### src/rtl/modbus_rtu_frame_check.sv
// Receive-side Modbus RTU frame checker: bit-serial CRC-16 over every byte of a
// frame, then a one-shot verdict (CRC residue, length, address, line errors).
module modbus_rtu_frame_check #(
  parameter logic [7:0]  SLAVE_ADDR = 8'h01,
  parameter int unsigned MIN_LEN    = 4,
  parameter int unsigned MAX_LEN    = 256,
  parameter int unsigned LEN_W      = 9
) (
  input  logic             clk,
  input  logic             reset,
  input  logic [7:0]       in_byte,
  input  logic             in_valid,
  output logic             in_ready,
  input  logic             rx_err,
  input  logic             frame_end,
  output logic             done,
  output logic             frame_ok,
  output logic             crc_err,
  output logic             len_err,
  output logic             err_seen,
  output logic             addr_match,
  output logic             broadcast,
  output logic [LEN_W-1:0] frame_len,
  output logic [15:0]      crc_residue
);

  localparam logic [15:0]      CRC_INIT = 16'hFFFF;
  localparam logic [15:0]      CRC_POLY = 16'hA001;
  localparam logic [LEN_W-1:0] LEN_SAT  = LEN_W'(MAX_LEN + 1);
  localparam logic [LEN_W-1:0] LEN_MIN  = LEN_W'(MIN_LEN);
  localparam logic [LEN_W-1:0] LEN_MAX  = LEN_W'(MAX_LEN);

  typedef enum logic [1:0] {
    IDLE  = 2'd0,
    SHIFT = 2'd1,
    CHECK = 2'd2
  } state_t;

  state_t           state, state_nxt;
  logic [15:0]      crc, crc_nxt;
  logic [LEN_W-1:0] count, count_nxt;
  logic [7:0]       addr, addr_nxt;
  logic [2:0]       bitcnt, bitcnt_nxt;
  logic             end_pend, end_pend_nxt;
  logic             err_pend, err_pend_nxt;

  logic             in_ready_nxt, done_nxt, frame_ok_nxt, crc_err_nxt, len_err_nxt;
  logic             err_seen_nxt, addr_match_nxt, broadcast_nxt;
  logic [LEN_W-1:0] frame_len_nxt;
  logic [15:0]      crc_residue_nxt;

  logic             accept_c;
  logic [15:0]      crc_shift_c;
  logic             len_bad_c;
  logic             addr_hit_c;

  assign accept_c    = (state == IDLE) && in_valid;
  assign crc_shift_c = crc[0] ? ((crc >> 1) ^ CRC_POLY) : (crc >> 1);
  assign len_bad_c   = (count < LEN_MIN) || (count > LEN_MAX);
  assign addr_hit_c  = (addr == SLAVE_ADDR) || (addr == 8'h00);

  // State register
  always_ff @(posedge clk) begin
    if (reset) state <= IDLE;
    else       state <= state_nxt;
  end

  // Next-state logic; a frame_end with an empty frame is ignored
  always_comb begin
    state_nxt = state;
    case (state)
      IDLE: begin
        if (accept_c)                               state_nxt = SHIFT;
        else if (frame_end && (count != '0))        state_nxt = CHECK;
      end
      SHIFT: begin
        if (bitcnt == 3'd7) state_nxt = (end_pend || frame_end) ? CHECK : IDLE;
      end
      CHECK:   state_nxt = IDLE;
      default: state_nxt = IDLE;
    endcase
  end

  // Datapath and result next values
  always_comb begin
    crc_nxt         = crc;
    count_nxt       = count;
    addr_nxt        = addr;
    bitcnt_nxt      = bitcnt;
    end_pend_nxt    = end_pend;
    err_pend_nxt    = err_pend || rx_err;
    done_nxt        = 1'b0;
    frame_ok_nxt    = frame_ok;
    crc_err_nxt     = crc_err;
    len_err_nxt     = len_err;
    err_seen_nxt    = err_seen;
    addr_match_nxt  = addr_match;
    broadcast_nxt   = broadcast;
    frame_len_nxt   = frame_len;
    crc_residue_nxt = crc_residue;
    in_ready_nxt    = (state_nxt == IDLE);
    case (state)
      IDLE: begin
        if (accept_c) begin
          crc_nxt      = {crc[15:8], crc[7:0] ^ in_byte};
          count_nxt    = (count == LEN_SAT) ? count : count + LEN_W'(1);
          bitcnt_nxt   = 3'd0;
          end_pend_nxt = end_pend || frame_end;
          if (count == '0) addr_nxt = in_byte;
        end
      end
      SHIFT: begin
        crc_nxt      = crc_shift_c;
        bitcnt_nxt   = bitcnt + 3'd1;
        end_pend_nxt = end_pend || frame_end;
      end
      CHECK: begin
        done_nxt        = 1'b1;
        crc_err_nxt     = (crc != 16'h0000);
        len_err_nxt     = len_bad_c;
        err_seen_nxt    = err_pend;
        addr_match_nxt  = addr_hit_c;
        broadcast_nxt   = (addr == 8'h00);
        frame_len_nxt   = count;
        crc_residue_nxt = crc;
        frame_ok_nxt    = (crc == 16'h0000) && !len_bad_c && !err_pend && addr_hit_c;
        crc_nxt         = CRC_INIT;
        count_nxt       = '0;
        end_pend_nxt    = 1'b0;
        // rx_err landing on the CHECK cycle belongs to the next frame
        err_pend_nxt    = rx_err;
      end
      default: ;
    endcase
  end

  // Datapath and output registers
  always_ff @(posedge clk) begin
    if (reset) begin
      crc         <= CRC_INIT;
      count       <= '0;
      addr        <= 8'h00;
      bitcnt      <= 3'd0;
      end_pend    <= 1'b0;
      err_pend    <= 1'b0;
      in_ready    <= 1'b1;
      done        <= 1'b0;
      frame_ok    <= 1'b0;
      crc_err     <= 1'b0;
      len_err     <= 1'b0;
      err_seen    <= 1'b0;
      addr_match  <= 1'b0;
      broadcast   <= 1'b0;
      frame_len   <= '0;
      crc_residue <= 16'h0000;
    end else begin
      crc         <= crc_nxt;
      count       <= count_nxt;
      addr        <= addr_nxt;
      bitcnt      <= bitcnt_nxt;
      end_pend    <= end_pend_nxt;
      err_pend    <= err_pend_nxt;
      in_ready    <= in_ready_nxt;
      done        <= done_nxt;
      frame_ok    <= frame_ok_nxt;
      crc_err     <= crc_err_nxt;
      len_err     <= len_err_nxt;
      err_seen    <= err_seen_nxt;
      addr_match  <= addr_match_nxt;
      broadcast   <= broadcast_nxt;
      frame_len   <= frame_len_nxt;
      crc_residue <= crc_residue_nxt;
    end
  end

endmodule

### config.mk
export PLATFORM = sky130hd
export DESIGN_NAME = modbus_rtu_frame_check
export DESIGN_NICKNAME = d
export VERILOG_FILES = /design/src/rtl/modbus_rtu_frame_check.sv
export SDC_FILE = /design/constraint.sdc
export NUM_CORES = 1
export LEC_CHECK = 0
export BUFFER_PORTS_ARGS = -buffer_cell sky130_fd_sc_hd__buf_2
export CAP_MARGIN = 20
export CORE_ASPECT_RATIO = 1.75
export CORE_MARGIN = 5
export CORE_UTILIZATION = 45
export CTS_BUF_LIST = sky130_fd_sc_hd__clkbuf_8
export DETAILED_ROUTE_END_ITERATION = 8
export GPL_TIMING_DRIVEN = 0
export PLACE_DENSITY = 0.74
export SYNTH_ARGS = -nofsm -noshare
export SYNTH_HDL_FRONTEND = slang
export SYNTH_SLANG_ARGS = --single-unit
### constraint.sdc
create_clock -name clk -period 2.19 [get_ports clk]
set_clock_uncertainty 0.2 [all_clocks]
set_input_delay 0.3285 -clock clk [delete_from_list [all_inputs] [get_ports clk]]
set_output_delay 0.3285 -clock clk [all_outputs]
set_load 0.05 [all_outputs]
Word level (Yosys, flattened, before mapping) --
Cells that the tools add are included.
Storage, ports and cells: register bits after elaboration 73
Cells by class: add/subtract/negate cells 2, magnitude comparators 2, eq/ne operators 7, mux-type cells 17, bitwise operators 3, reduce and logical (&&, ||, !) cells 27
Operators by type and width (count):
- 16-bit case mux with 3 select lines | 1
- 9-bit 2-to-1 mux | 2
- 9-bit case mux with 2 select lines | 1
- 16-bit zero test | 1
- 16-bit 2-to-1 mux | 1
- 16-bit nonzero test | 1
- 9-bit by 1-bit adder with 9-bit output, second input constant | 1
- 9-bit == test, second input constant | 1
- 9-bit greater-than comparator, second input constant | 1
- 9-bit zero test | 1
- 9-bit by 3-bit less-than comparator with 1-bit output, second input constant | 1
- 9-bit nonzero test | 1
- 8-bit by 1-bit == test with 1-bit output, second input constant | 1
- 8-bit zero test | 1
- 2-bit 2-to-1 mux | 4
- 8-bit 2-to-1 mux | 1
- 8-bit bitwise XOR | 1
- 3-bit case mux with 2 select lines | 1
- 2-bit AND reduction | 3
- 3-bit AND reduction | 2
- 2-bit nonzero test | 3
- 1-bit logical AND | 5
- 2-bit zero test | 2
- 1-bit logical OR | 4
- 13 further kinds | 17

Depth between registers and ports, before layout --
Gate-level depths: netlist of run 1.
word-level depth 6, gate-level depth with buffers 8

Least setup slack after synthesis of run 1 --
Ideal clock, no wire load.
kind register -> register, from register state[0], to register crc[0], library setup time 0.116 ns, arrival time 1.678 ns, path slack 0.196 ns, cell stages (with the launch flop) 8, buffers on the path 1, clock period less this slack 1.994 ns, path through dfxtp_1 inv_1 ha_1 nor2b_1 clkbuf_1 nor4b_4 nand2_1 a31o_2
Between the ends: word-level cells in the longest chain between the ends 4, elaborated cells between the ends (all ways) 8, those cells by class 3 x eq/ne; 1 x mux; 4 x reduce/logical
Ends and longest elaborated chain:
- from (decl) | line 39 | state_t state, state_nxt;
- from (signal assigned) | line 65 | else state <= state_nxt;
- 2-bit zero test | line 57, 102
- 1-bit logical AND | line 57 | assign accept_c = (state == IDLE) && in_valid;
- 2-bit inequality test (no source line)
- 2-bit AND reduction (no source line)
- to (signal assigned) | line 157 | crc <= crc_nxt;
- to (decl) | line 40 | logic [15:0] crc, crc_nxt;
Several ways; a longest one is shown, not always the timed one. A chain may end at the register's enable or synchronous reset.

Worst setup path after layout of run 1 --
from register state[1], to register crc[0]
The elaborated chain is that of the path after synthesis.

==> results of run 1 <==
kinds of logic (layout without fill, tap and decap cells):
group           Yosys count  in the layout  share of synthesized area
mux                      39             39                     0.1158
fa+ha+maj                10             10                    0.03687
xor+xnor                  3              3                   0.007745
buf+inv                  33             96                    0.04277
simple gates            150            150                     0.2194
compound gates           75             75                     0.1468
flops                    73             73                     0.4307
state kept, by name, summed over array words and instances, names as in the netlist:
| signal | flops |
|---|---|
| addr | 8 |
| crc_residue | 16 |
| state | 2 |
| crc | 16 |
| done | 1 |
| addr_match | 1 |
| err_pend | 1 |
| bitcnt | 3 |
| in_ready | 1 |
| len_err | 1 |
| frame_ok | 1 |
| broadcast | 1 |
| frame_len | 9 |
| crc_err | 1 |
| err_seen | 1 |
| count | 9 |
| end_pend | 1 |
synth_stat cells (3+ instances only):
cell	count	area [µm²]
nor2_1	62	232.7
nand4_1	5	31.28
inv_1	9	33.78
or2_2	8	50.05
o21ai_0	3	15.01
mux2i_1	37	370.4
clkbuf_1	16	60.06
a21oi_1	33	165.2
o21bai_1	8	60.06
dfxtp_1	73	1461
nand2b_1	4	25.02
nor4_1	3	18.77
nand3_1	7	35.03
ha_1	10	125.1
nor2b_1	5	31.28
nor3_1	10	50.05
buf_2	5	25.02
a21o_1	7	52.55
a2bb2oi_1	7	61.31
nand3b_1	6	45.04
nand2_1	29	108.9
a211oi_1	3	22.52
through the flow:
stage	hold slack, ps	cells
after floorplan	245.9	383
final	30.91	534
after detailed placement	266.8	516
after global routing	44.49	534
after CTS	23.74	534
after global placement	265.5	516
power groups by stage:
stage / sequential [W] / clock, W / combinational (W)
finish: 0.00152 / 0.000945 / 0.000582
global route: 0.00153 / 0.00102 / 0.000642
CTS: 0.00152 / 0.000963 / 0.000578
detailed placement: 0.00155 / 0 / 0.000569
global placement: 0.00154 / 0 / 0.000555
floorplan: 0.00158 / 0 / 0.000389
critical path, stage by stage (launching register included):
cell	delay (ps)
dfxtp_1	420
inv_1	100
ha_2	230
nor2b_1	140
clkbuf_2	160
nor4b_4	250
buf_4	200
nand2_1	60
a31o_2	220
layout by cell type, fill, tap and decap left out, types with 3 or more instances in the layout:
| cell type | n |
|---|---|
| buf_2 | 49 |
| o21ai_0 | 3 |
| nor2b_1 | 5 |
| nor2_1 | 62 |
| mux2i_1 | 37 |
| nand4_1 | 5 |
| nand3_1 | 7 |
| or2_2 | 8 |
| inv_1 | 9 |
| nand2b_1 | 4 |
| a21oi_1 | 33 |
| ha_1 | 9 |
| clkinv_2 | 3 |
| nor3_1 | 10 |
| nand2_1 | 29 |
| buf_4 | 3 |
| nor4_1 | 3 |
| a2bb2oi_1 | 7 |
| clkbuf_1 | 12 |
| a21o_1 | 7 |
| clkbuf_2 | 3 |
| nand3b_1 | 6 |
| o21bai_1 | 8 |
| dfxtp_1 | 72 |
| clkbuf_8 | 9 |
| clkinvlp_4 | 3 |
path summary, 6_finish.rpt:
path | to | slack [ps] | cells after the start
worst min register to register | len_err | 280 | 2
worst max-delay path | crc[0] | 100 | 8
worst min-delay path | addr[5] | 30 | 3
worst max register to register | crc[0] | 100 | 8
layer usage:
layer,vias to the layer above,wire (µm)
li1,1448,-
met1,1381,3246
met2,54,4738
met3,22,321
met4,0,291
met5,-,0
final cells by class:
type	count	area [µm²]
buffer	23	117.6
clock buffer	9	123.9
clock inverter	7	46.29
fill	718	3523
inverter	9	33.78
multi-input combinational	277	1794
sequential	73	1463
tap	88	110.1
timing repair buffer	48	250.2
what timing repair did:
item / in CTS / in global routing
setup endpoints to repair: 39 / 33
resized for setup: 4 / 7
hold buffers: 1 / 0
endpoints found under the hold margin: 1 / 0
pin swaps: 1 / 1
setup buffers: 1 / 1
==> impl_metrics.json, run 1 <==
{
  "status": "completed",
  "finalHoldViolations": 0,
  "total_power_w": 0.003048,
  "synthArstFlopShare": 0,
  "maxSlewHeadroom": 0.5998,
  "ys.flop_type": "dfxtp_1",
  "fin_util": 0.5278,
  "synth_nets": 406,
  "grtUsageMet3": 0.04443,
  "ys_warn_count": 0,
  "grt_pass1_vias": 3063,
  "worstPathArrival_ps": 2160,
  "busiest_layer": "met2",
  "drtIter0Drc": 155,
  "firstDrtPassIters": 4,
  "cts.sink_count": 73,
  "grt_antenna_before_repair": 0,
  "sw_frac_of_total": 0.3196,
  "drcViolationCount": 0,
  "holdCritStartpoint": "in_byte[5]",
  "pwr-share-comb": 0.191,
  "syn_avg_cell_area_um2": 8.860,
  "clkSlewWorstSetupHoldPaths_ps": 80,
  "die_y_um": 124.9,
  "postPlaceCellArea_um2": 3729,
  "grt_use_met1": 0.1918,
  "drive_above_1_share": 0.2152,
  "via_per_inst": 5.440,
  "n_antenna_cell": 0,
  "synthCells": 383,
  "use_met2": 0.3556,
  "track_usage": 0.1968,
  "core_area_um2": 7462,
  "avgRoutedWirePerCell_um": 16.10,
  "synth_cell_types": 46,
  "initial_core_util": 0.4547,
  "crit_start": "state[1]",
  "tightest_slew_ps": 600.4,
  "place.detailed.hpwl_mm": 6.401,
  "p_leak_nw": 1.624,
  "finalMaxSlewViolations": 0,
  "portBuffers": 45,
  "grt_max_degree": 14,
  "power.internal_w": 0.002074,
  "startpoint_type": "register",
  "final_area_um2": 3939,
  "p_switching_w": 0.0009741,
  "setup_viol": 0,
  "fp.dieW_um": 75.64,
  "endpoint_kind": "register",
  "setup_tns_ps": 0,
  "cp_max_fo": 9,
  "max_freq_mhz": 478.0,
  "vias": 2905,
  "nNetsFinal": 464,
  "io_pins": 46,
  "cts_tree": "built",
  "cp.required_ps": 2260,
  "fin_ws_ps": 98.01,
  "wl_mm": 8.598,
  "grt.overflow.total": 0,
  "rsz0062_at_grt": "no",
  "ir_worst_vdd_uv": 329.7,
  "worstSetupPathType": "register to register",
  "seqPwrFrac": 0.499,
  "synth-edff-count": 0,
  "numCtsBuffers": 9,
  "netlist_area_um2": 3393,
  "clock_latency_ps": 370,
  "p_per_area_nw_per_um2": 773.8,
  "period_needed_ps": 2092,
  "dieArea_um2": 9446,
  "grt_pass1_wl_mm": 14.35,
  "hold_path_class": "input port to register",
  "gp_congestion": 0.8449,
  "min_period_over_period": 0.9552,
  "yosysSeqAreaShare": 0.4307,
  "r2r-start": "state[1]",
  "syn2layout_area_growth_pct": 16.08,
  "cts_buffer_depth": 2,
  "ctsRootBufferMaster": "clkbuf_8",
  "row_count": 42,
  "final_antenna_net_count": 0,
  "cts_max_level": 3,
  "dp_slack_ps": -149.2,
  "clockPowerShare": 0.310,
  "cap_violations": 0,
  "synth_seq_cells": 73
}
(Power assumes the default switching activity.)
==> inputs of run 2 (changes only) <==
- BUFFER_PORTS_ARGS: -buffer_cell sky130_fd_sc_hd__buf_2 -> unset
- CORE_UTILIZATION: 45 -> 56
- DONT_BUFFER_PORTS: unset -> 1
- PLACE_DENSITY: 0.74 -> 0.8
==> run 2 against run 1 <==
Against the previous run:
- critical path depth shrank 1
- setup slack better by 4.0 ps
- die area decreased by 18%
- highest routed layer unchanged
- critical endpoint is now end_pend
- largest cell class unchanged
==> impl_metrics.json, run 2 (synthesis gave the netlist of run 1 again) <==
{
  "tightest_slew_ps": 555.7,
  "firstDrtPassIters": 4,
  "numCtsBuffers": 9,
  "initial_core_util": 0.5771,
  "grt_use_met1": 0.2494,
  "avgRoutedWirePerCell_um": 17.13,
  "fin_ws_ps": 102.0,
  "startpoint_type": "register",
  "grt_max_degree": 13,
  "ff_latch_area_um2": 1463,
  "status": "completed",
  "maxSlewHeadroom": 0.6295,
  "io_pins": 46,
  "die_y_um": 113.0,
  "hold_path_class": "input port to register",
  "holdCritStartpoint": "in_byte[5]",
  "nFillCells": 534,
  "grt_antenna_before_repair": 0,
  "rsz0062_at_grt": "no",
  "max_freq_mhz": 478.9,
  "worstPathArrival_ps": 2150,
  "use_met2": 0.4094,
  "grtUsageMet3": 0.07249,
  "busiest_layer": "met2",
  "setup_viol": 0,
  "gp_congestion": 0.8106,
  "drtIter0Drc": 183,
  "crit_slowest_cell": "dfxtp_1",
  "fp.dieW_um": 68.85,
  "via_per_inst": 5.887,
  "ctsRootBufferMaster": "clkbuf_8",
  "worstPathCellList": "inv_1 > ha_2 > nor2b_1 > clkbuf_2 > nor2_2 > a21oi_1 > a211oi_1",
  "endpoint_kind": "register",
  "clkSlewWorstSetupHoldPaths_ps": 70,
  "core_area_um2": 5879,
  "syn2layout_area_growth_pct": 12.24,
  "fin_util": 0.6478,
  "cts.sink_count": 73,
  "dp_slack_ps": -115.6,
  "place.detailed.hpwl_mm": 6.043,
  "cts_max_level": 3,
  "nNetsFinal": 427,
  "layoutNonFillerInstCount": 487,
  "p_per_area_nw_per_um2": 820.2,
  "finalMaxSlewViolations": 0,
  "mostFrequentLayoutCells": "72 x dfxtp_1, 62 x nor2_1, 37 x mux2i_1",
  "finalHoldViolations": 0,
  "reg_top3": "crc: 16 flops, crc_residue: 16 flops",
  "period_needed_ps": 2088,
  "drive_above_1_share": 0.1222,
  "clock_latency_ps": 340,
  "track_usage": 0.2355,
  "min_period_over_period": 0.9534,
  "n_antenna_cell": 0,
  "vias": 2867,
  "cpPeakStageDelay_ps": 410,
  "cts_tree": "built",
  "postPlaceCellArea_um2": 3491,
  "r2r-start": "state[1]",
  "grt_pass1_wl_mm": 13.79,
  "row_count": 37,
  "layout_commonest_cell": "dfxtp_1",
  "cts_buffer_depth": 2,
  "crit_start": "state[1]",
  "final_antenna_net_count": 0,
  "final_area_um2": 3809,
  "ir_worst_vdd_uv": 745.7,
  "dieArea_um2": 7778,
  "wl_mm": 8.340,
  "cap_violations": 0,
  "grt.overflow.total": 0,
  "p_leak_nw": 1.450,
  "worstSetupPathType": "register to register",
  "multiInputGateArea_um2": 1794,
  "dp_cells": 461,
  "cp_max_fo": 9,
  "cp.required_ps": 2250,
  "grt_pass1_vias": 2848,
  "drcViolationCount": 0,
  "portBuffers": 0
}
## run 2: where the power goes
part | internal [W] | switching (W)
registers | 0.00142 | 0.000158
logic | 0.000239 | 0.000271
clock network | 0.000549 | 0.000487
total | 0.00221 | 0.000916
## run 2: what timing repair did
item | in CTS | in global routing
endpoints found under the setup margin | 35 | 38
endpoints found under the hold margin | 10 | 0
pin swaps | 1 | 0
gates resized for setup | 3 | 9
hold buffers | 10 | 0
setup buffers | 1 | 0
## run 2: layout make-up
| type | count | share of cell area |
|---|---|---|
| inverter | 9 | 0.008870 |
| tap | 78 | 0.02562 |
| clock inverter | 6 | 0.01544 |
| sequential | 73 | 0.3840 |
| buffer | 23 | 0.03055 |
| multi-input combinational | 277 | 0.4711 |
| timing repair buffer | 11 | 0.02825 |
| clock buffer | 10 | 0.03614 |
## run 2: per-layer routing
metal | part of all wire | vias up | routed length, µm
met5 | 0 | - | 0
met4 | 0.029 | 0 | 239
met3 | 0.062 | 24 | 518
met2 | 0.54 | 85 | 4521
met1 | 0.37 | 1385 | 3060
li1 | - | 1373 | -
## run 2: critical path, delay by kind of cell, from the launching register on
kind,cells,cell delay (ps)
flops,1,410
buf+inv,2,250
simple gates,2,530
fa+ha+maj,1,230
compound gates,2,370
## run 2: path summary, 6_finish.rpt
| path | slack [ps] | depth (start not counted) | end |
|---|---|---|---|
| max reg2reg | 100 | 7 | end_pend |
| min reg2reg | 310 | 2 | addr[2] |
| max | 100 | 7 | end_pend |
| min | 40 | 3 | crc[5] |
## run 2: through the flow
step	setup TNS, ps	hold slack (ps)	power, W
4_1_cts	0	23.46	0.003139
2_1_floorplan	0	245.9	0.001965
3_3_place_gp	-1216	252.4	0.002062
6_report	0	43.44	0.003124
5_1_grt	0	33.90	0.003287
3_5_place_dp	-2053	258.1	0.002084
==> inputs of run 3 (changes only) <==
- PLACE_DENSITY: 0.8 -> 0.83
- clock period: 2.19 -> 1.9 ns (I/O delays scaled with it)
==> run 3 against run 2 <==
Against the previous run:
- the flow now finishes with violations (negative setup slack)
- core utilization up 3.0 points
- non-clock buffer count increased by 6
- combinational power is 28% higher
- hold slack worse by 27 ps
- fmax rose by 9.2%
- sequential share of layout area fell by 1.4 points
- sequential power up 15%
- total power up 17%
- cell count rose by 1.2%
- routed wire length is 7.6% higher
- critical endpoint is now count[4]
- largest cell class unchanged
==> impl_metrics.json, run 3 (synthesis gave the netlist of run 1 again) <==
{
  "violations": "negative setup slack",
  "maxSlewHeadroom": 0.5632,
  "avgRoutedWirePerCell_um": 18.21,
  "sw_frac_of_total": 0.3038,
  "grt_pass1_vias": 2883,
  "endpoint_kind": "register",
  "drtIter0Drc": 236,
  "grt_pass1_wl_mm": 13.77,
  "cap_violations": 0,
  "dieArea_um2": 7778,
  "portBuffers": 0,
  "initial_core_util": 0.5771,
  "io_pins": 46,
  "worstPathArrival_ps": 2010,
  "worstPathCellList": "inv_1 > ha_4 > nand2b_1 > clkbuf_2 > nor3b_1 > a21oi_1 > a21oi_2",
  "cp.required_ps": 2000,
  "track_usage": 0.2368,
  "worstSetupPathType": "register to register",
  "reg_top3": "crc: 16 flops, crc_residue: 16 flops",
  "rsz0062_at_grt": "yes",
  "setup_viol": 1,
  "ir_worst_vdd_uv": 579.9,
  "nFillCells": 477,
  "grt_antenna_before_repair": 0,
  "wl_mm": 8.978,
  "cts_tree": "built",
  "pwr-share-comb": 0.179,
  "crit_slowest_cell": "dfxtp_4",
  "place.detailed.hpwl_mm": 5.986,
  "layoutNonFillerInstCount": 493,
  "row_count": 37,
  "p_leak_nw": 1.527,
  "cts_max_level": 3,
  "finalHoldViolations": 0,
  "critPathTopFamily": "simple AND/OR/NAND/NOR gates",
  "via_per_inst": 5.974,
  "crit_buf_inv": 2,
  "final_area_um2": 3986,
  "power.internal_w": 0.002545,
  "layout_commonest_cell": "dfxtp_1",
  "core_area_um2": 5879,
  "firstDrtPassIters": 5,
  "cp_max_fo": 10,
  "clockPowerShare": 0.322,
  "clkSlewWorstSetupHoldPaths_ps": 80,
  "finalMaxSlewViolations": 0,
  "dp_cells": 461,
  "syn2layout_area_growth_pct": 17.48,
  "hold_path_class": "input port to register",
  "postPlaceCellArea_um2": 3498,
  "drcViolationCount": 0,
  "total_power_w": 0.003655,
  "die_y_um": 113.0,
  "fp.dieW_um": 68.85,
  "final_antenna_net_count": 0,
  "p_per_area_nw_per_um2": 916.9,
  "ctsRootBufferMaster": "clkbuf_8",
  "status": "finished with violations",
  "cpPeakStageDelay_ps": 390,
  "dp_slack_ps": -409.3,
  "min_period_over_period": 1.006,
  "n_antenna_cell": 0,
  "fin_ws_ps": -11.41,
  "whs_ps": 16.84,
  "numCtsBuffers": 9,
  "mostFrequentLayoutCells": "68 x dfxtp_1, 61 x nor2_1, 37 x mux2i_1",
  "grt_max_degree": 13,
  "cts.sink_count": 73,
  "p_switching_w": 0.001111,
  "max_freq_mhz": 523.2,
  "tightest_slew_ps": 655.2,
  "cts_buffer_depth": 2,
  "period_needed_ps": 1911,
  "startpoint_type": "register",
  "clock_latency_ps": 370,
  "gp_congestion": 0.8095,
  "nNetsFinal": 433,
  "vias": 2945,
  "grt.overflow.total": 0,
  "drive_above_1_share": 0.1855,
  "seqPwrFrac": 0.499
}
==> run 3: layout make-up <==
| cell class | count | area [µm²] | share of cell area |
|---|---|---|---|
| buffer | 20 | 111.4 | 0.02793 |
| clock buffer | 9 | 123.9 | 0.03107 |
| timing repair buffer | 20 | 175.2 | 0.04394 |
| clock inverter | 7 | 62.56 | 0.01569 |
| tap | 78 | 97.59 | 0.02448 |
| inverter | 9 | 33.78 | 0.008475 |
| multi-input combinational | 277 | 1907 | 0.4783 |
| sequential | 73 | 1475 | 0.3701 |
==> run 3: what timing repair did <==
action                     in CTS  in global routing
hold endpoints to repair       17                  0
pin swaps                       3                  6
setup endpoints to repair      60                 38
hold buffers                   10                  0
gates resized for setup        18                 28
gates cloned                    0                  0
setup buffers                   3                  7
==> run 3: routing by layer <==
metal,GRT usage,part of all wire,wire length (µm),vias up
li1,-,-,-,1394
met1,0.2467,0.36,3223,1405
met2,0.4190,0.54,4866,113
met3,0.06455,0.066,593,33
met4,0.1120,0.033,295,0
met5,0,0,0,-
==> run 3: worst reg2reg max path, stage by stage (launching register included) <==
cell and delay [ps]:
dfxtp_4 390, inv_1 80, ha_4 190, nand2b_1 190
clkbuf_2 220, nor3b_1 290, a21oi_1 140, a21oi_2 130
==> run 3: path summary, 6_finish.rpt <==
check	from	end	slack, ps	depth (start not counted)
hold / removal	frame_end	state[1]	20	2
setup / recovery	state[1]	count[4]	-10	7
setup reg to reg	state[1]	count[4]	-10	7
hold reg to reg	bitcnt[1]	bitcnt[1]	290	2
==> run 3: power by group through the flow <==
stage                     combinational [W]  sequential, W  clock [W]
final                              0.000654        0.00182    0.00118
after CTS                          0.000599        0.00182    0.00119
after detailed placement           0.000551        0.00185          0
after floorplan                    0.000451        0.00182          0
after global routing               0.000714        0.00184    0.00126
after global placement             0.000531        0.00185          0
==> run 3: metrics by stage <==
stage,utilization,TNS [ps]
final,0.6780,-11.41
after CTS,0.6578,0
after floorplan,-,-11.18
after global routing,0.6780,-304.3
after detailed placement,0.5950,-13160
after global placement,0.5950,-10600
